### src/rtl/prio_arb_pkg.sv
// Shared definitions for the priority/round-robin arbiter encoder:
// mode encodings, FSM state type and a clog2 helper.
package prio_arb_pkg;

  localparam logic MODE_FIXED = 1'b0;
  localparam logic MODE_RR    = 1'b1;

  typedef enum logic {
    ST_IDLE = 1'b0,
    ST_HOLD = 1'b1
  } state_e;

  // Ceiling log2; returns 1 for values <= 2 so index vectors are never zero-width.
  function automatic int clog2(input int value);
    int result;
    result = 0;
    while ((32'sd1 << result) < value) begin
      result = result + 1;
    end
    if (result < 1) begin
      result = 1;
    end
    return result;
  endfunction

endpackage

### src/rtl/prio_enc_rot.sv
// Combinational rotating priority encoder: searches start-1, start-2, ... descending,
// wrapping modulo N, with start itself examined last.
module prio_enc_rot #(
  parameter int N     = 8,
  parameter int IDX_W = 3
) (
  input  logic [N-1:0]     req,
  input  logic [IDX_W-1:0] start,
  output logic [IDX_W-1:0] idx,
  output logic             found,
  output logic             multi
);

  localparam logic [N-1:0] ONE_N = {{(N-1){1'b0}}, 1'b1};

  // Walk from lowest to highest priority so the last hit is the winner; index math wraps mod N.
  always_comb begin
    logic [IDX_W-1:0] cand;
    cand  = {IDX_W{1'b0}};
    idx   = {IDX_W{1'b0}};
    found = 1'b0;
    for (int k = N; k >= 1; k--) begin
      cand  = start - IDX_W'(k);
      idx   = req[cand] ? cand : idx;
      found = found | req[cand];
    end
  end

  // Clearing the lowest set bit leaves something only when two or more bits were set.
  assign multi = |(req & (req - ONE_N));

endmodule

### src/rtl/prio_arb_encoder.sv
// Registered N-to-log2(N) priority encoder with fixed/round-robin arbitration
// and a valid/ready held result.
module prio_arb_encoder
  import prio_arb_pkg::*;
#(
  parameter  int N     = 8,
  localparam int IDX_W = clog2(N)
) (
  input  logic             clk,
  input  logic             rst_n,
  input  logic             en,
  input  logic             mode,
  input  logic [N-1:0]     req,
  input  logic             out_ready,
  output logic             out_valid,
  output logic [IDX_W-1:0] out_idx,
  output logic [N-1:0]     out_grant,
  output logic             out_multi
);

  localparam logic [N-1:0] ONE_N = {{(N-1){1'b0}}, 1'b1};

  state_e           state_q;
  logic [IDX_W-1:0] rr_ptr_q;
  logic             valid_q;
  logic [IDX_W-1:0] idx_q;
  logic [N-1:0]     grant_q;
  logic             multi_q;

  logic [IDX_W-1:0] start_s;
  logic [IDX_W-1:0] enc_idx_s;
  logic             enc_found_s;
  logic             enc_multi_s;
  logic             cap_s;
  logic [N-1:0]     grant_d;

  // Fixed priority is the rotating search anchored at 0 (highest index first).
  assign start_s = (mode == MODE_FIXED) ? {IDX_W{1'b0}} : rr_ptr_q;

  prio_enc_rot #(
    .N     (N),
    .IDX_W (IDX_W)
  ) u_enc (
    .req   (req),
    .start (start_s),
    .idx   (enc_idx_s),
    .found (enc_found_s),
    .multi (enc_multi_s)
  );

  assign cap_s   = en && enc_found_s && ((state_q == ST_IDLE) || out_ready);
  assign grant_d = ONE_N << enc_idx_s;

  // Arbitration FSM: state, round-robin pointer and the held output registers.
  always_ff @(posedge clk or negedge rst_n) begin
    if (!rst_n) begin
      state_q  <= ST_IDLE;
      rr_ptr_q <= {IDX_W{1'b0}};
      valid_q  <= 1'b0;
      idx_q    <= {IDX_W{1'b0}};
      grant_q  <= {N{1'b0}};
      multi_q  <= 1'b0;
    end else begin
      case (state_q)
        ST_IDLE, ST_HOLD: begin
          if (cap_s) begin
            state_q <= ST_HOLD;
            valid_q <= 1'b1;
            idx_q   <= enc_idx_s;
            grant_q <= grant_d;
            multi_q <= enc_multi_s;
            if (mode == MODE_RR) begin
              rr_ptr_q <= enc_idx_s;
            end
          end else if ((state_q == ST_HOLD) && out_ready) begin
            state_q <= ST_IDLE;
            valid_q <= 1'b0;
            grant_q <= {N{1'b0}};
          end
        end
        default: begin
          state_q <= ST_IDLE;
          valid_q <= 1'b0;
          grant_q <= {N{1'b0}};
        end
      endcase
    end
  end

  assign out_valid = valid_q;
  assign out_idx   = idx_q;
  assign out_grant = grant_q;
  assign out_multi = multi_q;

endmodule

### config.mk
export PLATFORM = sky130hd
export DESIGN_NAME = prio_arb_encoder
export DESIGN_NICKNAME = d
export VERILOG_FILES = /design/src/rtl/prio_arb_pkg.sv /design/src/rtl/prio_enc_rot.sv /design/src/rtl/prio_arb_encoder.sv
export SDC_FILE = /design/constraint.sdc
export NUM_CORES = 1
export LEC_CHECK = 0
export CAP_MARGIN = 5
export CELL_PAD_IN_SITES_DETAIL_PLACEMENT = 1
export CELL_PAD_IN_SITES_GLOBAL_PLACEMENT = 1
export CORE_UTILIZATION = 38
export DETAILED_ROUTE_END_ITERATION = 16
export GPL_TIMING_DRIVEN = 0
export PLACE_DENSITY = 0.74
export SETUP_SLACK_MARGIN = 0.4
export SYNTH_ARGS = -nofsm -noshare
export SYNTH_HDL_FRONTEND = slang
export SYNTH_SLANG_ARGS = --single-unit
### constraint.sdc
create_clock -name clk -period 3 [get_ports clk]
set_input_delay 0.9 -clock clk [delete_from_list [all_inputs] [get_ports clk]]
set_output_delay 0.9 -clock clk [all_outputs]
set_load 0.005 [all_outputs]
==> impl_metrics.tcl, run 1 <==
set metrics [dict create \
    hold_viol 0 \
    dp_cells 314 \
    path_class "in2reg" \
    slew_viol_final 0 \
    swShare_pct 47.2 \
    cpMostUsedCell "buf_8" \
    layout_common_cells "16 x a21oi_1, 16 x clkdlybuf4s50_1, 16 x dfrtp_1, 16 x buf_4, 13 x buf_6" \
    first_iter_violations 204 \
    clk_latency_ns 0.25 \
    preCtsSetupSlack_ns -1.44 \
    switchingPower_mw 1.50 \
    slew-limit-headroom_pct 51.6 \
    clk_path_buf_depth 2 \
    cts_tree "yes" \
    syn_area_per_cell_sq_um 8.75 \
    synth_warnings 0 \
    violations "setup timing" \
    coreArea_sq_um 4850 \
    path_buf_inv 5 \
    finalWorstSetupSlack_ns -0.551 \
    worst_ep_arrival_time_ns 3.71 \
    dp_hpwl_um 5450 \
    port_buffers 23 \
    final_nets 291 \
    synth_area_sq_um 1960 \
    end_kind "flop" \
    numCtsBuffers 3 \
    drive_above_1_share_pct 36.2 \
    crit_required_ns 3.16 \
    status "finished, violations left" \
    critical-path-top-delay-family "compound AO/OA/AOI/OAI gates" \
    worst-path-max-fanout 5 \
    p_leak_nw 1.14 \
    combPwrFrac_pct 82.0 \
    internal_power_mw 1.68 \
    dr.pass1.iters 4 \
    grt_pass1_vias 2213 \
    hp-class "reg2reg" \
    groute.usage.overall_pct 28.1 \
    wl_um 7590 \
    gp_congestion 0.872 \
    overflow 0 \
    area_growth_syn_to_layout_pct 48.4 \
    critPathLaunchType "input port" \
    cts.sinks 16 \
    ys_seq_area_share_pct 20.4 \
    synth-main-ff-cell "dfrtp_1" \
    drc 0 \
    die_area_sq_um 5450 \
    die_height_um 73.8 \
    antenna_found_initial 0 \
    finalSetupViolations 14 \
    die_w_um 73.8 \
    post-route-min-period_ns 3.55 \
    max_freq_mhz 282 \
    cts-root-buf "clkbuf_8" \
    n_antenna_cell 0 \
    ant_nets 0 \
    synth-seq-cells 16 \
    rows 25 \
    rsz0062_at_grt "yes" \
    clkPwrFrac_pct 6.0 \
    grt_start_max_net_pins 17 \
    finish.instance_area_sq_um 2910 \
    io_pins 26 \
    synth_nets 238 \
    num_vias 2197 \
    grt_pass1_wl_um 11500 \
    slowest_stage "mux4_2" \
    start_util_pct 40.4 \
    viasPerCell 6.41 \
    place_area_sq_um 2410 \
    seqPwrFrac_pct 12.0 \
    cts-hold-fix-buffers 0 \
    htreeDepth 1 \
    async_reset_ff_share_pct 100 \
    timing.final.crit_share_pct 118 \
    tightest_slew_ns 0.718 \
    cap_violations 0 \
    synth_cell_types 66 \
    path_cells "buf_8, buf_8, and2_4, inv_4, buf_8, ha_4, buf_6, mux4_2, and2_4, a221o_1, o311a_1, or3_4, o32ai_2" \
    clock_skew_ns 0.00510 \
    fin_cells 343 \
    vdd_drop_max_uv 684 \
    power_density_nw_per_um2 1090 \
    synth_edf_count 0 \
    cts.clk_slew.worst_paths_ns 0.06 \
    wl_per_cell_um 22.1 \
    max_stage_delay_ns 0.50 \
    syn_inst 224 \
]
final cells by class:
type	count	area, sq um
Clock buffer	4	55.1
Multi-Input combinational cell	180	1730
Inverter	12	47.5
Buffer	16	140
Fill cell	544	1940
Timing Repair Buffer	48	457
Tap cell	67	83.8
Sequential cell	16	400
power groups by stage:
stage,combinational (mW),clock (mW),sequential [mW]
3_3_place_gp,1.88,0,0.369
2_1_floorplan,1.36,0,0.368
5_1_grt,2.76,0.199,0.390
3_5_place_dp,1.92,0,0.374
6_report,2.60,0.190,0.380
4_1_cts,2.17,0.192,0.375
cell families (layout without fill, tap and decap cells):
kind of cell	count (synthesis)	in the layout	share of synthesized area, %
and+or+nand+nor	54	54	15.4
muxes	18	18	14.3
buffers and inverters	28	80	6.76
DFF	16	16	20.4
xor gates and xnor gates	3	3	1.72
adders and majority gates	2	2	1.15
AOI/OAI and AO/OA	103	103	40.2
path summary, 6_finish.rpt:
| kind | from | end | slack [ns] | cells after the start |
|---|---|---|---|---|
| max | mode | out_grant[0]$_DFFE_PN0P_ | -0.55 | 13 |
| min reg2reg | out_idx[0]$_DFFE_PN0P_ | out_idx[0]$_DFFE_PN0P_ | 0.49 | 2 |
| max reg2reg | rr_ptr_q[0]$_DFFE_PN0P_ | out_grant[0]$_DFFE_PN0P_ | -0.24 | 10 |
| min in group asynchronous | rst_n | out_grant[5]$_DFFE_PN0P_ | 1.07 | 1 |
| max in group asynchronous | rst_n | out_multi$_DFFE_PN0P_ | 1.47 | 1 |
| min | out_idx[0]$_DFFE_PN0P_ | out_idx[0]$_DFFE_PN0P_ | 0.49 | 2 |
cell usage after synthesis (2+ instances only):
library cell / count / area [sq um]
nand2_1: 13 / 48.8
a221o_1: 3 / 30.0
o221ai_1: 2 / 17.5
clkbuf_1: 4 / 15.0
mux4_2: 5 / 113
a21o_1: 6 / 45.0
inv_1: 12 / 45.0
a21boi_1: 2 / 15.0
dfrtp_1: 16 / 400
o2bb2ai_1: 2 / 17.5
and3_1: 7 / 43.8
mux2_2: 4 / 45.0
a211oi_1: 6 / 45.0
o32a_1: 2 / 20.0
o21a_1: 5 / 37.5
a21boi_0: 5 / 37.5
and2_1: 5 / 31.3
buf_6: 2 / 22.5
a2111oi_0: 5 / 43.8
nand2b_1: 2 / 12.5
a221oi_1: 6 / 52.6
mux2i_1: 7 / 70.1
nor3b_1: 2 / 15.0
a32oi_1: 2 / 17.5
buf_2: 10 / 50.1
nor3_1: 2 / 10.0
a21oi_1: 18 / 90.1
mux4_1: 2 / 52.6
o21ai_0: 10 / 50.1
nor2_1: 10 / 37.5
o32ai_1: 9 / 78.8
a21bo_2: 2 / 20.0
nand3_1: 3 / 15.0
stage by stage:
| step | power [mW] | TNS [ns] | hold slack, ns | utilization (%) |
|---|---|---|---|---|
| after floorplan | 1.73 | -5.17 | 0.473 | - |
| after global routing | 3.35 | -6.89 | 0.521 | 60.0 |
| after CTS | 2.73 | -5.02 | 0.500 | 55.1 |
| final | 3.17 | -6.03 | 0.489 | 60.0 |
| after detailed placement | 2.29 | -19.86 | 0.481 | 49.6 |
| after global placement | 2.25 | -19.25 | 0.473 | 49.6 |
per-layer routing:
| layer | global-route usage [%] | vias to the layer above | part of all wire (%) |
|---|---|---|---|
| met5 | 0 | - | 0 |
| met4 | 11.1 | 0 | 2.6 |
| met3 | 1.23 | 21 | 4.2 |
| met2 | 49.1 | 67 | 50 |
| met1 | 36.4 | 1101 | 43 |
| li1 | - | 1008 | - |
worst register-to-register path: cells and delay by family (launching register included):
kind | cells | cell delay (ns)
buffers and inverters | 2 | 0.29
muxes | 1 | 0.51
DFF | 1 | 0.45
and+or+nand+nor | 3 | 0.75
adders and majority gates | 1 | 0.27
AOI/OAI and AO/OA | 3 | 0.89
what timing repair did:
item,CTS,global route
gates resized for setup,43,28
pin swaps,7,8
buffers inserted,13,12
endpoints found under the setup margin,16,16
state kept, by name, indices dropped and copies added, names as in the netlist:
name       flops
out_grant      8
out_idx        3
out_multi      1
out_valid      1
rr_ptr_q       3
Note: power is estimated with default switching activity, not from simulation.
==> run 2, diff against run 1 <==
- MAX_ROUTING_LAYER: default -> met4
==> run 2 against run 1 <==
The run still ends with setup timing left; via count about the same; critical path depth unchanged; global-route usage up 0.95 points; die area unchanged; register-to-register slack about the same; clock skew up 0.00051 ns; non-clock buffer count unchanged; critical path type unchanged; critical endpoint unchanged.
==> impl_metrics.tcl, run 2 (synthesis results as in run 1) <==
set metrics [dict create \
    fin_cells 343 \
    finalWorstSetupSlack_ns -0.561 \
    wl_um 7590 \
    slew_viol_final 0 \
    die_w_um 73.8 \
    power_mw 3.17 \
    groute.usage.overall_pct 29.1 \
    hp-class "reg2reg" \
    crit_required_ns 3.16 \
    rsz0062_at_grt "yes" \
    viasPerCell 6.40 \
    htreeDepth 1 \
    path_class "in2reg" \
    worst-path-max-fanout 5 \
    drc 0 \
    cap_violations 0 \
    rows 25 \
    die_area_sq_um 5450 \
    coreArea_sq_um 4850 \
    antenna_found_initial 0 \
    power_density_nw_per_um2 1090 \
    tightest_slew_ns 0.757 \
    largest_reg_flops 8 \
    cts-root-buf "clkbuf_8" \
    hold_viol 0 \
    wl_per_cell_um 22.1 \
    drive_above_1_share_pct 36.2 \
    slew-limit-headroom_pct 49.0 \
    cts.clk_slew.worst_paths_ns 0.07 \
    vdd_drop_max_uv 681 \
    cts-hold-fix-buffers 0 \
    timing.final.crit_share_pct 119 \
    dp_hpwl_um 5450 \
    grt_pass1_wl_um 11500 \
    cts_tree "yes" \
    violations "setup timing" \
    num_vias 2196 \
    finalSetupViolations 14 \
    dr.pass1.iters 4 \
    n_antenna_cell 0 \
    die_height_um 73.8 \
    place_area_sq_um 2410 \
    first_iter_violations 197 \
    overflow 0 \
    end_kind "flop" \
    clock_skew_ns 0.00561 \
    numCtsBuffers 3 \
    tns_ns -6.07 \
    clk_path_buf_depth 2 \
    area_growth_syn_to_layout_pct 48.4 \
    gp_congestion 0.886 \
    layout_common_cells "16 x a21oi_1, 16 x clkdlybuf4s50_1, 16 x dfrtp_1, 16 x buf_4, 13 x buf_6" \
    io_pins 26 \
    worst_ep_arrival_time_ns 3.72 \
    finish.instance_area_sq_um 2910 \
    max_freq_mhz 281 \
    dp_cells 314 \
    critPathLaunchType "input port" \
    final_nets 291 \
    cts.sinks 16 \
    grt_pass1_vias 2201 \
    ant_nets 0 \
    post-route-min-period_ns 3.56 \
    start_util_pct 40.4 \
    grt_start_max_net_pins 17 \
    final_util_pct 60.0 \
    port_buffers 23 \
    clk_latency_ns 0.25 \
    p_leak_nw 1.14 \
    status "finished, violations left" \
]
## run 2: layer usage
metal / routed length [um] / share of wire, % / GRT usage [%]
met5: 0 / 0 / -
met4: 162 / 2.1 / 11.1
met3: 301 / 4.0 / 1.23
met2: 3820 / 50 / 48.9
met1: 3300 / 44 / 36.9
## run 2: layout make-up
class | instances | area (sq um)
Tap cell | 67 | 83.8
Clock buffer | 4 | 55.1
Multi-Input combinational cell | 180 | 1730
Timing Repair Buffer | 48 | 457
Inverter | 12 | 47.5
Sequential cell | 16 | 400
Fill cell | 544 | 1940
Buffer | 16 | 140
## run 2: critical path: stages
cell     delay [ns]
buf_8          0.08
buf_8          0.08
and2_4         0.15
inv_4          0.04
buf_8          0.11
ha_4           0.25
buf_6          0.10
mux4_2         0.51
and2_4         0.16
a221o_1        0.25
o311a_1        0.38
or3_4          0.43
o32ai_2        0.27
## run 2: stage by stage
stage | hold slack, ns | setup slack [ns]
3_3_place_gp | 0.473 | -1.39
2_1_floorplan | 0.473 | -0.567
3_5_place_dp | 0.481 | -1.44
4_1_cts | 0.500 | -0.547
5_1_grt | 0.521 | -0.612
6_report | 0.489 | -0.561
## run 2: worst paths after layout
| path | start | endpoint | slack (ns) | depth (start not counted) |
|---|---|---|---|---|
| max | mode | out_grant[0]$_DFFE_PN0P_ | -0.56 | 13 |
| min | out_idx[0]$_DFFE_PN0P_ | out_idx[0]$_DFFE_PN0P_ | 0.49 | 2 |
| max reg2reg | rr_ptr_q[0]$_DFFE_PN0P_ | out_grant[0]$_DFFE_PN0P_ | -0.25 | 10 |
| min reg2reg | out_idx[0]$_DFFE_PN0P_ | out_idx[0]$_DFFE_PN0P_ | 0.49 | 2 |
| max in group asynchronous | rst_n | out_multi$_DFFE_PN0P_ | 1.47 | 1 |
| min in group asynchronous | rst_n | out_grant[5]$_DFFE_PN0P_ | 1.07 | 1 |
## run 2: power breakdown
group | internal (mW) | switching (mW) | leakage (nW)
Clock | 0.116 | 0.0733 | 0.0288
Sequential | 0.303 | 0.0768 | 0.199
Combinational | 1.26 | 1.35 | 0.909
Total | 1.68 | 1.50 | 1.14
## run 2: repair_timing
item	in CTS	in global routing
pin swaps	7	8
setup buffers	13	12
gates resized for setup	43	28
setup endpoints to repair	16	16
==> run 3, diff against run 2 <==
- ABC_AREA: default -> 1
- CORE_UTILIZATION: 38 -> 34
==> run 3 against run 2 <==
The run ends with DRC left; sequential cell count unchanged; combinational power down 26%; utilization is 7.9 points lower; global-route usage decreased by 7.2 points; final area decreased by 20%; setup slack gained 0.98 ns; routed wire length shrank 28%; clock skew fell by 0.0046 ns; largest cell class unchanged.
==> impl_metrics.tcl, run 3 <==
set metrics [dict create \
    path_class "in2reg" \
    layout_common_cells "76 x nand2_1, 29 x nand3_1, 21 x nand2_2" \
    met1_usage_pct 30.3 \
    io_pins 26 \
    r2r_slack_ns 0.66 \
    critPathLaunchType "input port" \
    worst-path-max-fanout 7 \
    rows 24 \
    synth_nets 265 \
    port_buffers 24 \
    met2_usage_pct 36.0 \
    reg2reg_from "rr_ptr_q[1]$_DFFE_PN0P_" \
    overflow 0 \
    cts.clk_slew.worst_paths_ns 0.06 \
    syn_inst 251 \
    timing.final.crit_share_pct 86.1 \
    synth-main-ff-cell "dfrtp_1" \
    largest_reg_flops 8 \
    wl_um 5470 \
    drc 2 \
    numCtsBuffers 3 \
    die_area_sq_um 4970 \
    status "finished, violations left" \
    max_freq_mhz 387 \
    hp-start "out_grant[1]$_DFFE_PN0P_" \
    crit_required_ns 3.19 \
    dp_hpwl_um 3700 \
    coreArea_sq_um 4440 \
    clock_skew_ns 0.000970 \
    ant_nets 0 \
    wl_per_cell_um 15.7 \
    hold_viol 0 \
    busiest_layer "met2" \
    grt_start_max_net_pins 17 \
    synth_largest_area_cell "dfrtp_1" \
    fillers 572 \
    worstHoldPathCells 2 \
    seq_area_sq_um 400 \
    final_util_pct 52.2 \
    tightest_slew_ns 0.736 \
    holdPathEnd "out_grant[1]$_DFFE_PN0P_" \
    synth_commonest_cells "90 x nand2_1, 38 x nand3_1, 24 x inv_1" \
    gp_congestion 0.769 \
    synth_warnings 0 \
    synth.most_common_cell "nand2_1" \
    dr.pass1.iters 10 \
    slew-limit-headroom_pct 50.8 \
    grt_pass1_vias 1811 \
    synth_cell_types 28 \
    worst_ep_arrival_time_ns 2.78 \
    p_leak_nw 1.22 \
    synth_area_sq_um 1600 \
    synth-seq-cells 16 \
    cap_violations 0 \
    finalWorstSetupSlack_ns 0.417 \
    place_area_sq_um 1910 \
    num_vias 1799 \
    rr_worst_depth 19 \
    rsz0062_at_grt "yes" \
    hold-worst-slack_ns 0.479 \
    syn_area_per_cell_sq_um 6.36 \
    viasPerCell 5.17 \
    layout_commonest_cell "nand2_1" \
    ys_seq_area_share_pct 25.1 \
    yosys-top-cells-area "dfrtp_1 25%, nand2_1 21%, nand3_1 12%" \
    finalSetupViolations 0 \
    area_growth_syn_to_layout_pct 45.2 \
    die_height_um 70.5 \
    first_iter_violations 46 \
    start_util_pct 35.9 \
    final_nets 311 \
    clk_path_buf_depth 2 \
    groute.usage.overall_pct 21.9 \
    slew_viol_final 0 \
    die_w_um 70.5 \
    cp-startpoint "mode" \
    use_met3_pct 2.60 \
    finish.instance_area_sq_um 2320 \
    r2r_end "out_grant[1]$_DFFE_PN0P_" \
    power_density_nw_per_um2 1070 \
    yosysTopAreaCellShare_pct 25.1 \
    preCtsSetupSlack_ns -0.00385 \
    async_reset_ff_share_pct 100 \
    drive_above_1_share_pct 33.4 \
    power_mw 2.48 \
    violations "DRC" \
    cts-root-buf "clkbuf_8" \
    grt_pass1_wl_um 8490 \
    n_antenna_cell 0 \
    htreeDepth 1 \
    cts_tree "yes" \
    hp-class "reg2reg" \
    post-route-min-period_ns 2.58 \
    vdd_drop_max_uv 448 \
    cts.sinks 16 \
    end_kind "flop" \
    synth_edf_count 0 \
    clk_latency_ns 0.26 \
    multi_input_area_sq_um 1170 \
    antenna_found_initial 0 \
]
## run 3: layout make-up
cell class / count / share of cell area, %
Buffer: 7 / 4.26
Multi-Input combinational cell: 195 / 50.6
Clock buffer: 4 / 2.37
Timing Repair Buffer: 41 / 17.2
Sequential cell: 16 / 17.3
Tap cell: 52 / 2.81
Inverter: 33 / 5.45
## run 3: what timing repair did
action                                  CTS  global route
hold buffers                              0             0
setup buffers                             1            15
pin swaps                                 3            18
endpoints found under the hold margin     0             0
endpoints found under the setup margin   13            13
gates resized for setup                  27            30
cloned                                    0             1
## run 3: cells by family (layout without fill, tap and decap cells)
family                     count (synthesis)  in the layout  synth area share, %
and+or+nand+nor                          170            170                 52.2
buffers and inverters                     40             85                 12.7
AOI/OAI and AO/OA                         22             22                 8.15
DFF                                       16             16                 25.1
xor gates and xnor gates                   2              2                 1.10
adders and majority gates                  1              1                0.784
## run 3: layer usage
metal | wire length [um] | part of all wire, %
met5 | 0 | 0
met4 | 82 | 1.5
met3 | 140 | 2.6
met2 | 2770 | 51
met1 | 2470 | 45
## run 3: how the worst max path moves through the flow
stage / slack (ns) / to
2_1_floorplan: 0.41 / out_grant[7]$_DFFE_PN0P_
3_3_place_gp: 0.01 / out_grant[7]$_DFFE_PN0P_
3_5_place_dp: -0.004 / out_grant[6]$_DFFE_PN0P_
4_1_cts: 0.40 / out_grant[6]$_DFFE_PN0P_
5_1_grt: 0.30 / out_grant[1]$_DFFE_PN0P_
6_report: 0.42 / out_grant[1]$_DFFE_PN0P_
## run 3: worst max-delay path: stages
cell	delay (ns)
buf_12	0.11
nand2_4	0.06
buf_8	0.14
ha_4	0.31
inv_4	0.05
nand3_4	0.06
nand3_4	0.09
nand2_2	0.08
inv_2	0.03
nand2_2	0.04
nand2_2	0.05
nand2_2	0.05
nand2_1	0.05
nand2_1	0.06
nand2_1	0.08
nand2_2	0.09
nand2_4	0.08
nor2_4	0.16
nand4_1	0.16
nand2_1	0.11
## run 3: report_power, final
group / internal [mW] / leakage (nW) / switching, mW / total (mW)
Sequential: 0.302 / 0.205 / 0.0597 / 0.362
Clock: 0.117 / 0.0288 / 0.0802 / 0.197
Combinational: 0.764 / 0.990 / 1.16 / 1.92
## run 3: through the flow
step / std cells / TNS, ns
global route: 348 / 0
finish: 348 / 0
global placement: 327 / 0
CTS: 332 / 0
detailed placement: 327 / -0.00385
floorplan: 251 / 0
